### src/rtl/pipe_hazard_ctrl.sv
// ---------------------------------------------------------------------------
// pipe_hazard_ctrl
//   Central stall/flush sequencer for the 5-stage pipeline. It detects
//   load-use hazards and taken branches, sequences multi-cycle data-memory
//   accesses with a req/ack FSM (IDLE/WAIT with timeout abort), and keeps
//   saturating performance counters for memory stall cycles and load-use
//   bubbles.
//
// Parameters
//   TIMEOUT_CYC  max WAIT cycles per dmem access before abort (>=2)
//   CNT_W        width of the performance counters
//
// Ports
//   clk, reset                    clock, synchronous active-high reset
//   id_rs1/id_rs2, *_used         source registers of the ID instruction
//   ex_rd, ex_memRead             destination / load flag of the EX instruction
//   ex_branch_taken               EX resolved a taken branch/jump
//   mem_memRead, mem_memWrite     MEM-stage load / store
//   dmem_ack                      data memory completes the access this cycle
//   dmem_req                      access request to data memory
//   stall_pc/if_id/id_ex/ex_mem   hold the corresponding pipeline register
//   flush_if_id, flush_id_ex      clear the corresponding register to a bubble
//   mem_timeout                   sticky flag: an access was aborted
//   stall_cnt, bubble_cnt         saturating performance counters
//
// All stall/flush/req outputs are combinational (same-cycle); only the FSM,
// wait counter, timeout flag and counters are registered.
// ---------------------------------------------------------------------------
module pipe_hazard_ctrl #(
  parameter int TIMEOUT_CYC = 16,
  parameter int CNT_W       = 32
) (
  input  logic             clk,
  input  logic             reset,
  input  logic [4:0]       id_rs1,
  input  logic [4:0]       id_rs2,
  input  logic             id_rs1_used,
  input  logic             id_rs2_used,
  input  logic [4:0]       ex_rd,
  input  logic             ex_memRead,
  input  logic             ex_branch_taken,
  input  logic             mem_memRead,
  input  logic             mem_memWrite,
  input  logic             dmem_ack,
  output logic             dmem_req,
  output logic             stall_pc,
  output logic             stall_if_id,
  output logic             stall_id_ex,
  output logic             stall_ex_mem,
  output logic             flush_if_id,
  output logic             flush_id_ex,
  output logic             mem_timeout,
  output logic [CNT_W-1:0] stall_cnt,
  output logic [CNT_W-1:0] bubble_cnt
);

  localparam int WCNT_W = (TIMEOUT_CYC > 2) ? $clog2(TIMEOUT_CYC) : 1;
  localparam logic [WCNT_W-1:0] WCNT_LAST = WCNT_W'(TIMEOUT_CYC - 1);

  typedef enum logic {
    S_IDLE = 1'b0,
    S_WAIT = 1'b1
  } state_t;

  state_t            state;
  logic [WCNT_W-1:0] waitCnt;
  logic              memTimeout;
  logic [CNT_W-1:0]  stallCnt;
  logic [CNT_W-1:0]  bubbleCnt;

  logic memOp;
  logic toutHit;
  logic memBusy;
  logic loadUse;
  logic bubbleIns;

  // Counters stick at all-ones instead of wrapping.
  function automatic logic [CNT_W-1:0] satInc(input logic [CNT_W-1:0] v);
    return (&v) ? v : v + CNT_W'(1);
  endfunction

  assign memOp   = mem_memRead | mem_memWrite;
  assign toutHit = (state == S_WAIT) && !dmem_ack && (waitCnt == WCNT_LAST);

  // The ack cycle and the abort cycle both release the pipe.
  assign memBusy = ((state == S_IDLE) && memOp && !dmem_ack) ||
                   ((state == S_WAIT) && !dmem_ack && !toutHit);

  // x0 is hardwired to zero, so a load targeting it never creates a hazard.
  assign loadUse = ex_memRead && (ex_rd != 5'd0) &&
                   ((id_rs1_used && (id_rs1 == ex_rd)) ||
                    (id_rs2_used && (id_rs2 == ex_rd)));

  // A bubble is only inserted when neither a memory stall nor a branch
  // flush takes precedence.
  assign bubbleIns = !memBusy && !ex_branch_taken && loadUse;

  always_comb begin
    dmem_req     = 1'b0;
    stall_pc     = 1'b0;
    stall_if_id  = 1'b0;
    stall_id_ex  = 1'b0;
    stall_ex_mem = 1'b0;
    flush_if_id  = 1'b0;
    flush_id_ex  = 1'b0;
    if (!reset) begin
      dmem_req = (state == S_WAIT) || memOp;
      if (memBusy) begin
        // Freeze the whole pipe; branch and load-use wait for release.
        stall_pc     = 1'b1;
        stall_if_id  = 1'b1;
        stall_id_ex  = 1'b1;
        stall_ex_mem = 1'b1;
      end else if (ex_branch_taken) begin
        // Wrong-path instructions in IF/ID and ID/EX are squashed; this also
        // kills any load-use consumer.
        flush_if_id = 1'b1;
        flush_id_ex = 1'b1;
      end else if (loadUse) begin
        stall_pc    = 1'b1;
        stall_if_id = 1'b1;
        flush_id_ex = 1'b1;
      end
    end
  end

  always_ff @(posedge clk) begin
    if (reset) begin
      state      <= S_IDLE;
      waitCnt    <= '0;
      memTimeout <= 1'b0;
      stallCnt   <= '0;
      bubbleCnt  <= '0;
    end else begin
      case (state)
        S_IDLE: begin
          if (memOp && !dmem_ack) begin
            state   <= S_WAIT;
            waitCnt <= '0;
          end
        end
        S_WAIT: begin
          if (dmem_ack) begin
            state <= S_IDLE;
          end else if (toutHit) begin
            state      <= S_IDLE;
            memTimeout <= 1'b1;
          end else begin
            waitCnt <= waitCnt + WCNT_W'(1);
          end
        end
      endcase
      if (memBusy) begin
        stallCnt <= satInc(stallCnt);
      end
      if (bubbleIns) begin
        bubbleCnt <= satInc(bubbleCnt);
      end
    end
  end

  assign mem_timeout = memTimeout;
  assign stall_cnt   = stallCnt;
  assign bubble_cnt  = bubbleCnt;

endmodule

### config.mk
export PLATFORM = sky130hd
export DESIGN_NAME = pipe_hazard_ctrl
export DESIGN_NICKNAME = d
export VERILOG_FILES = /design/src/rtl/pipe_hazard_ctrl.sv
export SDC_FILE = /design/constraint.sdc
export NUM_CORES = 1
export LEC_CHECK = 0
export ABC_AREA = 1
export CAP_MARGIN = 20
export CORE_ASPECT_RATIO = 1.5
export CORE_MARGIN = 5
export CORE_UTILIZATION = 50
export CTS_CLUSTER_SIZE = 14
export DETAILED_ROUTE_END_ITERATION = 10
export GPL_TIMING_DRIVEN = 0
export PLACE_DENSITY = 0.9
export SLEW_MARGIN = 20
export SYNTH_ARGS = -nofsm -noshare
export SYNTH_HDL_FRONTEND = slang
export SYNTH_SLANG_ARGS = --single-unit
### constraint.sdc
create_clock -name clk -period 5.15 [get_ports clk]
set_clock_uncertainty 0.15 [all_clocks]
set_input_delay 0.515 -clock clk [delete_from_list [all_inputs] [get_ports clk]]
set_output_delay 0.515 -clock clk [all_outputs]
set_load 0.1 [all_outputs]
* Yosys cells after proc, flatten, opt, wreduce, memory -nomap -nowiden
Cells that the tools add are included.
** Storage, ports and cells
- Register bits after elaboration :: 70
- Output and inout port bits :: 72
- Logic and storage cells :: 66
- Input bits :: 24
** Cells by class
- Mux-type cells :: 21
- Bitwise operators :: 5
- Reductions and logical operators :: 26
- Add/subtract/negate cells :: 3
- Eq/ne operators :: 6
** Operators with widths (number)
- $add 32x1->32 const B :: 2
- $reduce_and 32->1 :: 2
- $mux 1 :: 16
- $logic_and 1x1->1 :: 12
- $mux 4 :: 3
- $eq 5x5->1 :: 2
- $pmux 4 s2 :: 1
- $reduce_and 3->1 :: 2
- $reduce_bool 5->1 :: 1
- $add 4x1->4 const B :: 1
- $eq 4x4->1 const B :: 1
- $logic_not 1->1 :: 4
- $ne 2x2->1 const B :: 2
- $not 1->1 :: 4
- $reduce_and 2->1 :: 2
- $logic_or 1x1->1 :: 3
- $ne 2x1->1 const B :: 1
- $pmux 1 s2 :: 1
- $or 1x1->1 :: 1

* Longest topological paths before layout
Gate-level depths: netlist of the first run.
- Depth in word-level cells :: 10
- Mapped depth :: 12
- Mapped depth without buffers :: 12

* Least setup slack after synthesis of the first run
OpenSTA, ideal clock, no wires.
- Path kind :: input -> output
- From :: input mem_memWrite
- To :: output stall_pc
- Required time :: 4.485 ns
- Setup slack :: 1.307 ns
- Stages :: 8
- Arrival time :: 3.178 ns
- Buffers on the path :: 2
- Cells stage by stage :: nor2_1 > nor2_1 > nand2_1 > nand2_1 > inv_1 > buf_2 > a21oi_1 > buf_4
** Between the ends
- Word-level cells in the longest chain between the ends :: 6
** RTL lines
- start, declared :: line 43 : input logic mem_memWrite,
- $or 1x1->1 :: line 82 : assign memOp = mem_memRead | mem_memWrite;
- $logic_and 1x1->1 (2 in series) :: line 86 : assign memBusy = ((state == S_IDLE) && memOp && !dmem_ack) ||
- $logic_or 1x1->1 :: line 86
- $mux 1 (2 in series)
- end, declared :: line 46 : output logic stall_pc,
Every way passes these cells.

* Final worst setup path of the first run
- From :: input ex_rd[4]
- To :: output stall_pc
** Between the ends
- Word-level cells in the longest chain between the ends :: 8
- Elaborated cells between the ends (all ways) :: 12
- Those cells by class :: 2 x eq/ne; 4 x mux; 6 x reduce/logical
** RTL lines
- start, declared :: line 39 : input logic [4:0] ex_rd,
- $eq 5x5->1, on equally long branches :: line 91, 92
- $logic_and 1x1->1, on equally long branches :: line 91, 92
- $logic_or 1x1->1 :: line 91 : ((id_rs1_used && (id_rs1 == ex_rd)) ||
- $logic_and 1x1->1 * :: line 90 : assign loadUse = ex_memRead && (ex_rd != 5'd0) &&
- $mux 1 * :: line 119 : end else if (loadUse) begin
- $mux 1 * :: line 114 : end else if (ex_branch_taken) begin
- $mux 1 * :: line 108 : if (memBusy) begin
- $mux 1 * :: line 106 : if (!reset) begin
Mark *: on every way between the ends. The rest lies on a longest branch, timed or not.

==> flow_summary_export.csv, run 1 <==
group,metric,value,unit
run_status,outcome,"finished, final reports clean",
synthesis,synth_cell_type_count,30,
cells_and_area,fillers,815,
synthesis,ys_async_sr_fraction,0,%
detailed_routing,viasPerCell,5.14,
setup_path,arrival,3270,ps
detailed_routing,wire_per_inst,13.2,µm
synthesis,synth_area_per_cell,5.92,µm²
sta,setup-tns-final,0,ps
synthesis,yosysTopAreaCell,"dfxtp_1",
detailed_routing,drt_first_pass_iters,4,
synthesis,ys_warn_count,0,
sta,setup_viol,0,
global_route,first_global_vias,4810,
placed_design,place.gp.congestion,1.01,
sta,post-route-min-period,3930,ps
setup_path,cp_cell_sequence,"clkdlybuf4s50_1 > inv_1 > nand2_1 > nand2_1 > nor2_1 > nand3_1 > nand2_1 > nand3_1 > buf_2 > a21oi_1 > buf_4 > clkdlybuf4s50_1",
setup_path,timing.rr.start,"stall_cnt[0]",
cts,clk_path_buf_depth,2,
setup_path,crit_slowest_cell,"clkdlybuf4s50_1",
synthesis,yosysSeqAreaShare,30.9,%
cts,cts_tree,"done",
sta,hold_viol,0,
setup_path,crit_path_end_kind,"primary output",
synthesis,synthTopCellsByCount,"275 x nand2_1, 133 x nor2_1, 70 x dfxtp_1, 66 x inv_1, 58 x a21oi_1",
cts,h-tree-depth,3,
sta,slew_violations,0,
power,total_power,0.00130,W
synthesis,synth-seq-cells,70,
floorplan,die_y,127,µm
cts,clock-root-buffer,"clkbuf_16",
sta,fmax,254,MHz
setup_path,r2r_cells,11,
cts,cts_made_buffers,9,
cts,cts_hold_buffers,0,
sta,min_period_over_period,76.3,%
setup_path,critPathKind,"input pin to primary output",
hold_path,hp-class,"register to register",
synthesis,synth_area_leaders,"dfxtp_1 31%, nand2_1 23%, nor2_1 11%",
synthesis,synth_top_flop_cell,"dfxtp_1",
power,power_per_cell_area,221,nW/µm²
setup_path,cp-start-kind,"input pin",
setup_path,path_max_fanout,10,
detailed_routing,ant_nets,0,
cells_and_area,multiInputGateArea,2710,µm²
run,drv_cap,0,
hold_path,hp-start,"mem_timeout",
floorplan,die_w,87.7,µm
detailed_routing,drt_iter0_drc,242,
global_route,grt_max_degree,12,
cts,cts_sinks,70,
floorplan,io_pins,96,
floorplan,placement_rows,42,
cts,worstSkewPairLatency,330,ps
placed_design,hpwl,10.2,mm
global_route,overflow,0,
cts,cts.repair.resized,0,
cells_and_area,diodes,0,
cells_and_area,regArea,1400,µm²
detailed_routing,via_count,5059,
global_route,grt_first_pass_wirelength,21.6,mm
setup_path,rrSetupSlack,2720,ps
power,vdd_ir_drop_max,226,µV
setup_path,critical_path.most_common_cell,"nand2_1",
detailed_routing,drc,0,
cells_and_area,final_nets,897,
global_route,grt_usage,24.3,%
floorplan,core-area,8830,µm²
sta,slew_headroom,33.6,%
cells_and_area,drive_gt1_share,6.17,%
synthesis,synth_edf_count,0,
cells_and_area,area_delta_synth_final,30.2,%
floorplan,initial_utilization,51.3,%
setup_path,rr_endpoint,"stall_cnt[10]",
sta,worst_slew_pin_slew,992,ps
placed_design,numPortBuffers,94,
synthesis,synth.net_count,792,
floorplan,die-area,11100,µm²
detailed_routing,wirelength,13.0,mm
synthesis,synth_top_area_share,30.9,%
global_route,antenna_found_initial,0,
synthesis,postSynthCellCount,765,
hold_path,holdPathEnd,"mem_timeout",
synthesis,yosysMostFrequentCell,"nand2_1",
cts,clk_pin_slew,50,ps
cts,postCtsSetupBuffers,0,
setup_path,slowest_delay,1120,ps
setup_path,cp.required,4490,ps
power,leakage,2.15,nW
sta,rsz0062_at_grt,"false",
synthesis,synth.cell_area,4530,µm²
hold_path,hold_depth,2,
-- through the flow --
| stage | worst slack, ps | hold WS (ps) | area (µm²) | util [%] | instances |
|---|---|---|---|---|---|
| 2_1_floorplan | 1310 | 317 | 4530 | - | 765 |
| 3_3_place_gp | 1230 | 307 | 5610 | 63.5 | 969 |
| 3_5_place_dp | 1220 | 318 | 5610 | 63.5 | 969 |
| 4_1_cts | 1220 | 331 | 5900 | 66.8 | 985 |
| 5_1_grt | 1060 | 376 | 5900 | 66.8 | 985 |
| 6_report | 1220 | 327 | 5900 | 66.8 | 985 |
-- flip-flops by register name, summed over array words and instances (netlist names) --
name         flops
state            1
waitCnt          4
bubble_cnt      32
stall_cnt       32
mem_timeout      1
-- critical path: cells and delay by family --
family	cells	cell delay [ps]
AND/OR/NAND/NOR	6	500
buffers and inverters	5	2050
AO/OA/AOI/OAI	1	200
-- cells by family (layout without fill, tap and decap cells) --
family | Yosys count | count (layout) | share of synthesized area [%]
DFF | 70 | 70 | 30.9
AOI/OAI and AO/OA | 67 | 67 | 7.40
and+or+nand+nor | 512 | 512 | 47.4
buffers and inverters | 91 | 201 | 9.17
xor gates and xnor gates | 22 | 22 | 4.25
adders and majority gates | 3 | 3 | 0.829
-- power breakdown --
part	internal [W]	leakage [nW]	switching [W]
clock network	0.000364	0.142	0.000230
registers	0.000545	0.564	0.00000357
logic	0.0000512	1.44	0.000109
total	0.000960	2.15	0.000343
-- metal layers --
layer	vias up	routed length (µm)	track usage, %
met3	52	668	4.02
met4	0	676	14.3
met5	-	0	0
met1	2215	4920	25.5
li1	2614	-	-
met2	178	6770	44.0
-- final cells by class --
cell class	instances	share of cell area, %
Timing Repair Buffer	94	16.0
Multi-Input combinational cell	604	46.0
Clock inverter	3	0.297
Tap cell	110	2.33
Inverter	69	4.39
Buffer	22	2.65
Clock buffer	13	4.58
Sequential cell	70	23.8
-- cell usage in the layout (no fill, tap or decap), drive strengths merged --
cell and instances:
o21ai 9, clkinv 2, inv 69, clkdlybuf4s50 94
nor3b 1, ha 3, nor4 1, nand4 10
buf 17, xnor2 5, and3 2, clkbuf 18
nand2b 1, dfxtp 70, nand3b 8, clkinvlp 1
xor2 17, nor3 21, nor2 147, nand3 42
a21oi 58, nand2 279
-- worst max-delay path by stage --
stage                     depth (start not counted)         start           to  slack [ps]
final                                            12      ex_rd[4]     stall_pc        1220
after global routing                             12      ex_rd[1]     stall_pc        1060
after CTS                                        10  mem_memWrite  stall_id_ex        1220
after detailed placement                         10  mem_memWrite  stall_id_ex        1220
after global placement                           12      ex_rd[4]     stall_pc        1230
after floorplan                                   8  mem_memWrite     stall_pc        1310
Note: power is estimated with default switching activity, not from simulation.
==> run 2: changes to the inputs <==
Settings changed: CORE_UTILIZATION 50 to 47, PLACE_DENSITY 0.9 to 0.89.
Clock period 5.15 ns to 3.18 ns, I/O delays scaled along.
==> run 2 against run 1 <==
Against the previous run:
- non-clock buffer count unchanged
- clock-buffer cell count fell by 1
- via count grew 0.89%
- wire length increased by 3.1%
- clock power grew 73%
- sequential share of layout area about the same
- combinational power rose by 61%
- utilization down 5.1 points
==> flow_summary_export.csv, run 2 (same netlist as run 1, synthesis figures left out) <==
group,metric,value,unit
run_status,outcome,"finished, final reports clean",
setup_path,arrival,2530,ps
sta,post-route-min-period,3000,ps
cts,worstSkewPairLatency,340,ps
setup_path,slowest_delay,550,ps
floorplan,die-area,11700,µm²
cells_and_area,diodes,0,
sta,hold_viol,0,
sta,setup-tns-final,0,ps
detailed_routing,drt_first_pass_iters,5,
setup_path,path_max_fanout,10,
setup_path,critical_path.most_common_cell,"nand3_1",
cells_and_area,multiInputGateArea,2720,µm²
cts,cts_hold_buffers,0,
cts,clock-root-buffer,"clkbuf_16",
sta,setup_ws,182,ps
power,power_per_cell_area,368,nW/µm²
setup_path,cp_cell_sequence,"ha_1 > nand3_1 > nand3_1 > nand2_1 > inv_1 > buf_2 > a21oi_2 > buf_4 > clkdlybuf4s15_2",
hold_path,hp-start,"reset",
cells_and_area,regArea,1400,µm²
cells_and_area,final_nets,897,
floorplan,initial_utilization,47.3,%
cts,cts_made_buffers,9,
cts,clk_path_buf_depth,2,
cells_and_area,stdcell_count,990,
global_route,first_global_vias,4844,
sta,min_period_over_period,94.3,%
cells_and_area,drive_gt1_share,7.09,%
global_route,overflow,0,
detailed_routing,viasPerCell,5.16,
setup_path,crit_path_end_kind,"primary output",
detailed_routing,drt_iter0_drc,291,
placed_design,placed_area,5620,µm²
detailed_routing,wire_per_inst,13.6,µm
power,vdd_ir_drop_max,293,µV
sta,slew_violations,0,
cells_and_area,mostFrequentLayoutCells,"275 x nand2_1, 132 x nor2_1, 88 x clkdlybuf4s50_1, 70 x dfxtp_1, 66 x inv_1",
hold_path,hold_depth,2,
sta,setup_viol,0,
global_route,grt_first_pass_wirelength,21.7,mm
cts,clk_pin_slew,50,ps
cells_and_area,layout_commonest_cell,"nand2_1",
setup_path,rr_endpoint,"stall_cnt[23]",
cts,h-tree-depth,3,
placed_design,dp.cells,974,
detailed_routing,via_count,5104,
setup_path,crit_slowest_cell,"clkdlybuf4s15_2",
setup_path,critPathKind,"register to primary output",
global_route,grt_usage,22.9,%
sta,rsz0062_at_grt,"false",
global_route,grt_max_degree,12,
setup_path,rrSetupSlack,750,ps
setup_path,timing.rr.start,"stall_cnt[0]",
detailed_routing,drc,0,
power,leakage,2.17,nW
placed_design,pre_cts_ws,-400,ps
placed_design,place.gp.congestion,0.962,
detailed_routing,wirelength,13.4,mm
floorplan,core-area,9580,µm²
cells_and_area,fin_area,5900,µm²
sta,fmax,334,MHz
cts,cts_sinks,70,
setup_path,cp.required,2710,ps
global_route,antenna_found_initial,0,
placed_design,numPortBuffers,94,
floorplan,die_y,130,µm
run,drv_cap,0,
hold_path,holdPathEnd,"stall_cnt[27]",
cts,cts_tree,"done",
cells_and_area,fillers,905,
detailed_routing,ant_nets,0,
floorplan,placement_rows,44,
placed_design,hpwl,10.5,mm
sta,slew_headroom,30.6,%
hold_path,hp-class,"input pin to register",
floorplan,io_pins,96,
setup_path,r2r_cells,11,
cells_and_area,area_delta_synth_final,30.4,%
setup_path,cp-start-kind,"register",
sta,worst_slew_pin_slew,1040,ps
floorplan,die_w,90.2,µm
==> run 2: cell count changes in the layout (fill, tap and decap cells not counted), moves of 2 or more <==
cell,delta
clkdlybuf4s50_1,-6
buf_2,+2
clkbuf_2,+2
clkdlybuf4s15_2,+2
==> run 2: worst max-delay path by stage <==
stage,startpoint,end,slack [ps],depth (start not counted)
after CTS,waitCnt[0],stall_ex_mem,2,8
final,waitCnt[0],stall_pc,180,9
after global placement,mem_memWrite,flush_id_ex,-360,10
after detailed placement,mem_memWrite,flush_id_ex,-400,10
after global routing,waitCnt[0],stall_pc,3,9
after floorplan,waitCnt[0],flush_id_ex,3,8
==> run 2: critical path: cells and delay by family (launching register included) <==
kind                       cells  cell delay (ps)
DFF                            1              310
buffers and inverters          4             1040
adders and majority gates      1              220
AOI/OAI and AO/OA              1              180
and+or+nand+nor                3              440
==> run 2: through the flow <==
| stage | power (W) | util (%) | hold slack, ps |
|---|---|---|---|
| 2_1_floorplan | 0.00109 | - | 317 |
| 3_3_place_gp | 0.00117 | 58.7 | 306 |
| 3_5_place_dp | 0.00117 | 58.7 | 319 |
| 4_1_cts | 0.00219 | 61.9 | 245 |
| 5_1_grt | 0.00224 | 61.6 | 282 |
| 6_report | 0.00218 | 61.6 | 250 |
==> run 2: per-layer routing <==
layer	vias to the layer above	global-route usage [%]	routed length, µm
li1	2614	-	-
met1	2266	22.0	5010
met2	165	43.8	7110
met3	59	4.15	509
met4	0	16.0	810
met5	-	0	0
==> run 2: repair_timing <==
| action | CTS | global route |
|---|---|---|
| pin swaps | 0 | 0 |
| setup buffers | 0 | 0 |
| cloned | 0 | 0 |
| resized for setup | 16 | 6 |
| endpoints found under the setup margin | 6 | 4 |
==> run 2: layout make-up <==
class / count / area share [%]
plain buffers: 22 / 2.65
clock buffers: 12 / 4.34
clock inverters: 4 / 0.763
inverters: 69 / 4.39
multi-input cells: 604 / 46.0
flip-flops and latches: 70 / 23.7
well taps: 115 / 2.44
repair buffers: 94 / 15.6
==> run 2: power by group <==
| part | internal [W] | leakage, nW | total, W | switching, W |
|---|---|---|---|---|
| clock network | 0.000646 | 0.152 | 0.00103 | 0.000382 |
| registers | 0.000882 | 0.564 | 0.000888 | 0.00000623 |
| logic | 0.0000796 | 1.45 | 0.000259 | 0.000180 |
| total | 0.00161 | 2.17 | 0.00218 | 0.000568 |
==> run 3: changes to the inputs <==
Settings changed: CORE_MARGIN 5 to 4, MAX_ROUTING_LAYER set to met4.
==> run 3 against run 2 <==
Against the previous run:
- clock power increased by 11%
- via count increased by 1.1%
- hold slack got worse by 52 ps
- critical path type unchanged
- wire length increased by 0.50%
==> flow_summary_export.csv, run 3 (same netlist as run 1, synthesis figures left out) <==
group,metric,value,unit
detailed_routing,ant_nets,0,
global_route,grt_first_pass_wirelength,22.1,mm
placed_design,place.gp.congestion,0.965,
detailed_routing,viasPerCell,5.23,
floorplan,die_w,88.2,µm
floorplan,initial_utilization,48.7,%
cells_and_area,regArea,1400,µm²
placed_design,placed_area,5620,µm²
setup_path,arrival,2550,ps
sta,hold_viol,0,
detailed_routing,wirelength,13.5,mm
global_route,first_global_vias,4954,
run,drv_cap,0,
setup_path,cp_cell_sequence,"ha_1 > nand3_1 > nand3_1 > nand2_1 > inv_1 > buf_2 > a21oi_2 > buf_4 > clkdlybuf4s15_2",
cells_and_area,final_nets,897,
setup_path,cp.required,2710,ps
setup_path,critPathKind,"register to primary output",
setup_path,crit_cells,9,
floorplan,die_y,128,µm
placed_design,pre_cts_ws,-371,ps
placed_design,hpwl,10.5,mm
setup_path,path_max_fanout,10,
cells_and_area,fin_area,5950,µm²
setup_path,path_buf_inv,4,
cells_and_area,fillers,856,
placed_design,numPortBuffers,94,
setup_path,crit_slowest_cell,"clkdlybuf4s15_2",
global_route,grt_usage,25.6,%
cts,cts_made_buffers,9,
global_route,antenna_found_initial,0,
sta,slew_violations,0,
cells_and_area,multiInputGateArea,2720,µm²
setup_path,cp-start-kind,"register",
run_status,outcome,"finished, final reports clean",
placed_design,dp.cells,971,
floorplan,placement_rows,43,
floorplan,core-area,9310,µm²
detailed_routing,drc,0,
sta,slew_headroom,31.8,%
cts,cts_tree,"done",
sta,min_period_over_period,94.9,%
global_route,grt_max_degree,12,
detailed_routing,drt_first_pass_iters,7,
cells_and_area,stdcell_count,987,
cts,clock-root-buffer,"clkbuf_16",
detailed_routing,wire_per_inst,13.7,µm
setup_path,slowest_delay,540,ps
sta,worst_slew_pin_slew,1020,ps
cts,clk_path_buf_depth,2,
sta,setup_viol,0,
sta,setup_ws,163,ps
sta,hold_ws,198,ps
detailed_routing,via_count,5159,
setup_path,r2r_cells,11,
cells_and_area,layout_commonest_cell,"nand2_1",
sta,post-route-min-period,3020,ps
hold_path,hold_depth,2,
setup_path,crit_family,"buffers and inverters",
power,vdd_ir_drop_max,298,µV
cells_and_area,drive_gt1_share,7.09,%
cells_and_area,mostFrequentLayoutCells,"275 x nand2_1, 132 x nor2_1, 88 x clkdlybuf4s50_1, 70 x dfxtp_1, 66 x inv_1",
power,power_per_cell_area,384,nW/µm²
power,leakage,2.18,nW
cts,cts_sinks,70,
floorplan,die-area,11300,µm²
cts,h-tree-depth,3,
detailed_routing,drt_iter0_drc,300,
setup_path,crit_path_end_kind,"primary output",
sta,fmax,331,MHz
hold_path,hp-class,"input pin to register",
cells_and_area,diodes,0,
setup_path,critical_path.most_common_cell,"nand3_1",
floorplan,io_pins,96,
cts,clk_pin_slew,60,ps
cells_and_area,area_delta_synth_final,31.3,%
cts,worstSkewPairLatency,340,ps
sta,rsz0062_at_grt,"false",
global_route,overflow,0,
[run 3: cell types whose count changed in the layout (fill, tap and decap cells not counted)]
cell	before	now
bufinv_16	1	2
clkdlybuf4s15_2	2	4
clkbuf_2	2	1
clkinv_2	3	1
buf_2	9	8
clkbuf_8	2	3
[run 3: area by class of cell]
class	instances	area share (%)
plain buffers	22	2.63
flip-flops and latches	70	23.6
inverters	69	4.36
multi-input cells	604	45.7
well taps	112	2.36
repair buffers	94	15.7
clock buffers	13	4.54
clock inverters	3	1.09
[run 3: report_power, final]
| part | leakage [nW] | total [W] | internal [W] | switching, W |
|---|---|---|---|---|
| registers | 0.564 | 0.000888 | 0.000882 | 0.00000610 |
| logic | 1.45 | 0.000260 | 0.0000809 | 0.000179 |
| clock network | 0.166 | 0.00114 | 0.000750 | 0.000386 |
[run 3: metrics by stage]
step                      utilization [%]  setup TNS, ps  total power, W
after floorplan                         -              0         0.00109
after global placement               60.3          -1700         0.00117
after detailed placement             60.3          -1750         0.00117
after CTS                            64.0              0         0.00229
after global routing                 63.9              0         0.00236
final                                63.9              0         0.00228
[run 3: path summary, 6_finish.rpt]
check                     from             to  slack [ps]
setup / recovery    waitCnt[0]       stall_pc         160
hold / removal           reset  stall_cnt[27]         200
setup reg to reg  stall_cnt[0]  stall_cnt[12]         710
hold reg to reg    mem_timeout    mem_timeout         320
[run 3: routing by layer]
layer | part of all wire [%] | vias to the layer above | global-route usage [%] | wire length [µm]
met3 | 4.1 | 53 | 4.31 | 559
met2 | 53 | 179 | 46.1 | 7180
met1 | 37 | 2310 | 25.3 | 5020
met5 | 0 | - | - | 0
met4 | 5.5 | 0 | 14.5 | 745
li1 | - | 2617 | - | -
[run 3: what timing repair did]
item / CTS / global route
endpoints found under the hold margin: 0 / 0
hold buffers: 0 / 0
resized for setup: 17 / 3
setup buffers: 0 / 0
setup endpoints to repair: 6 / 2
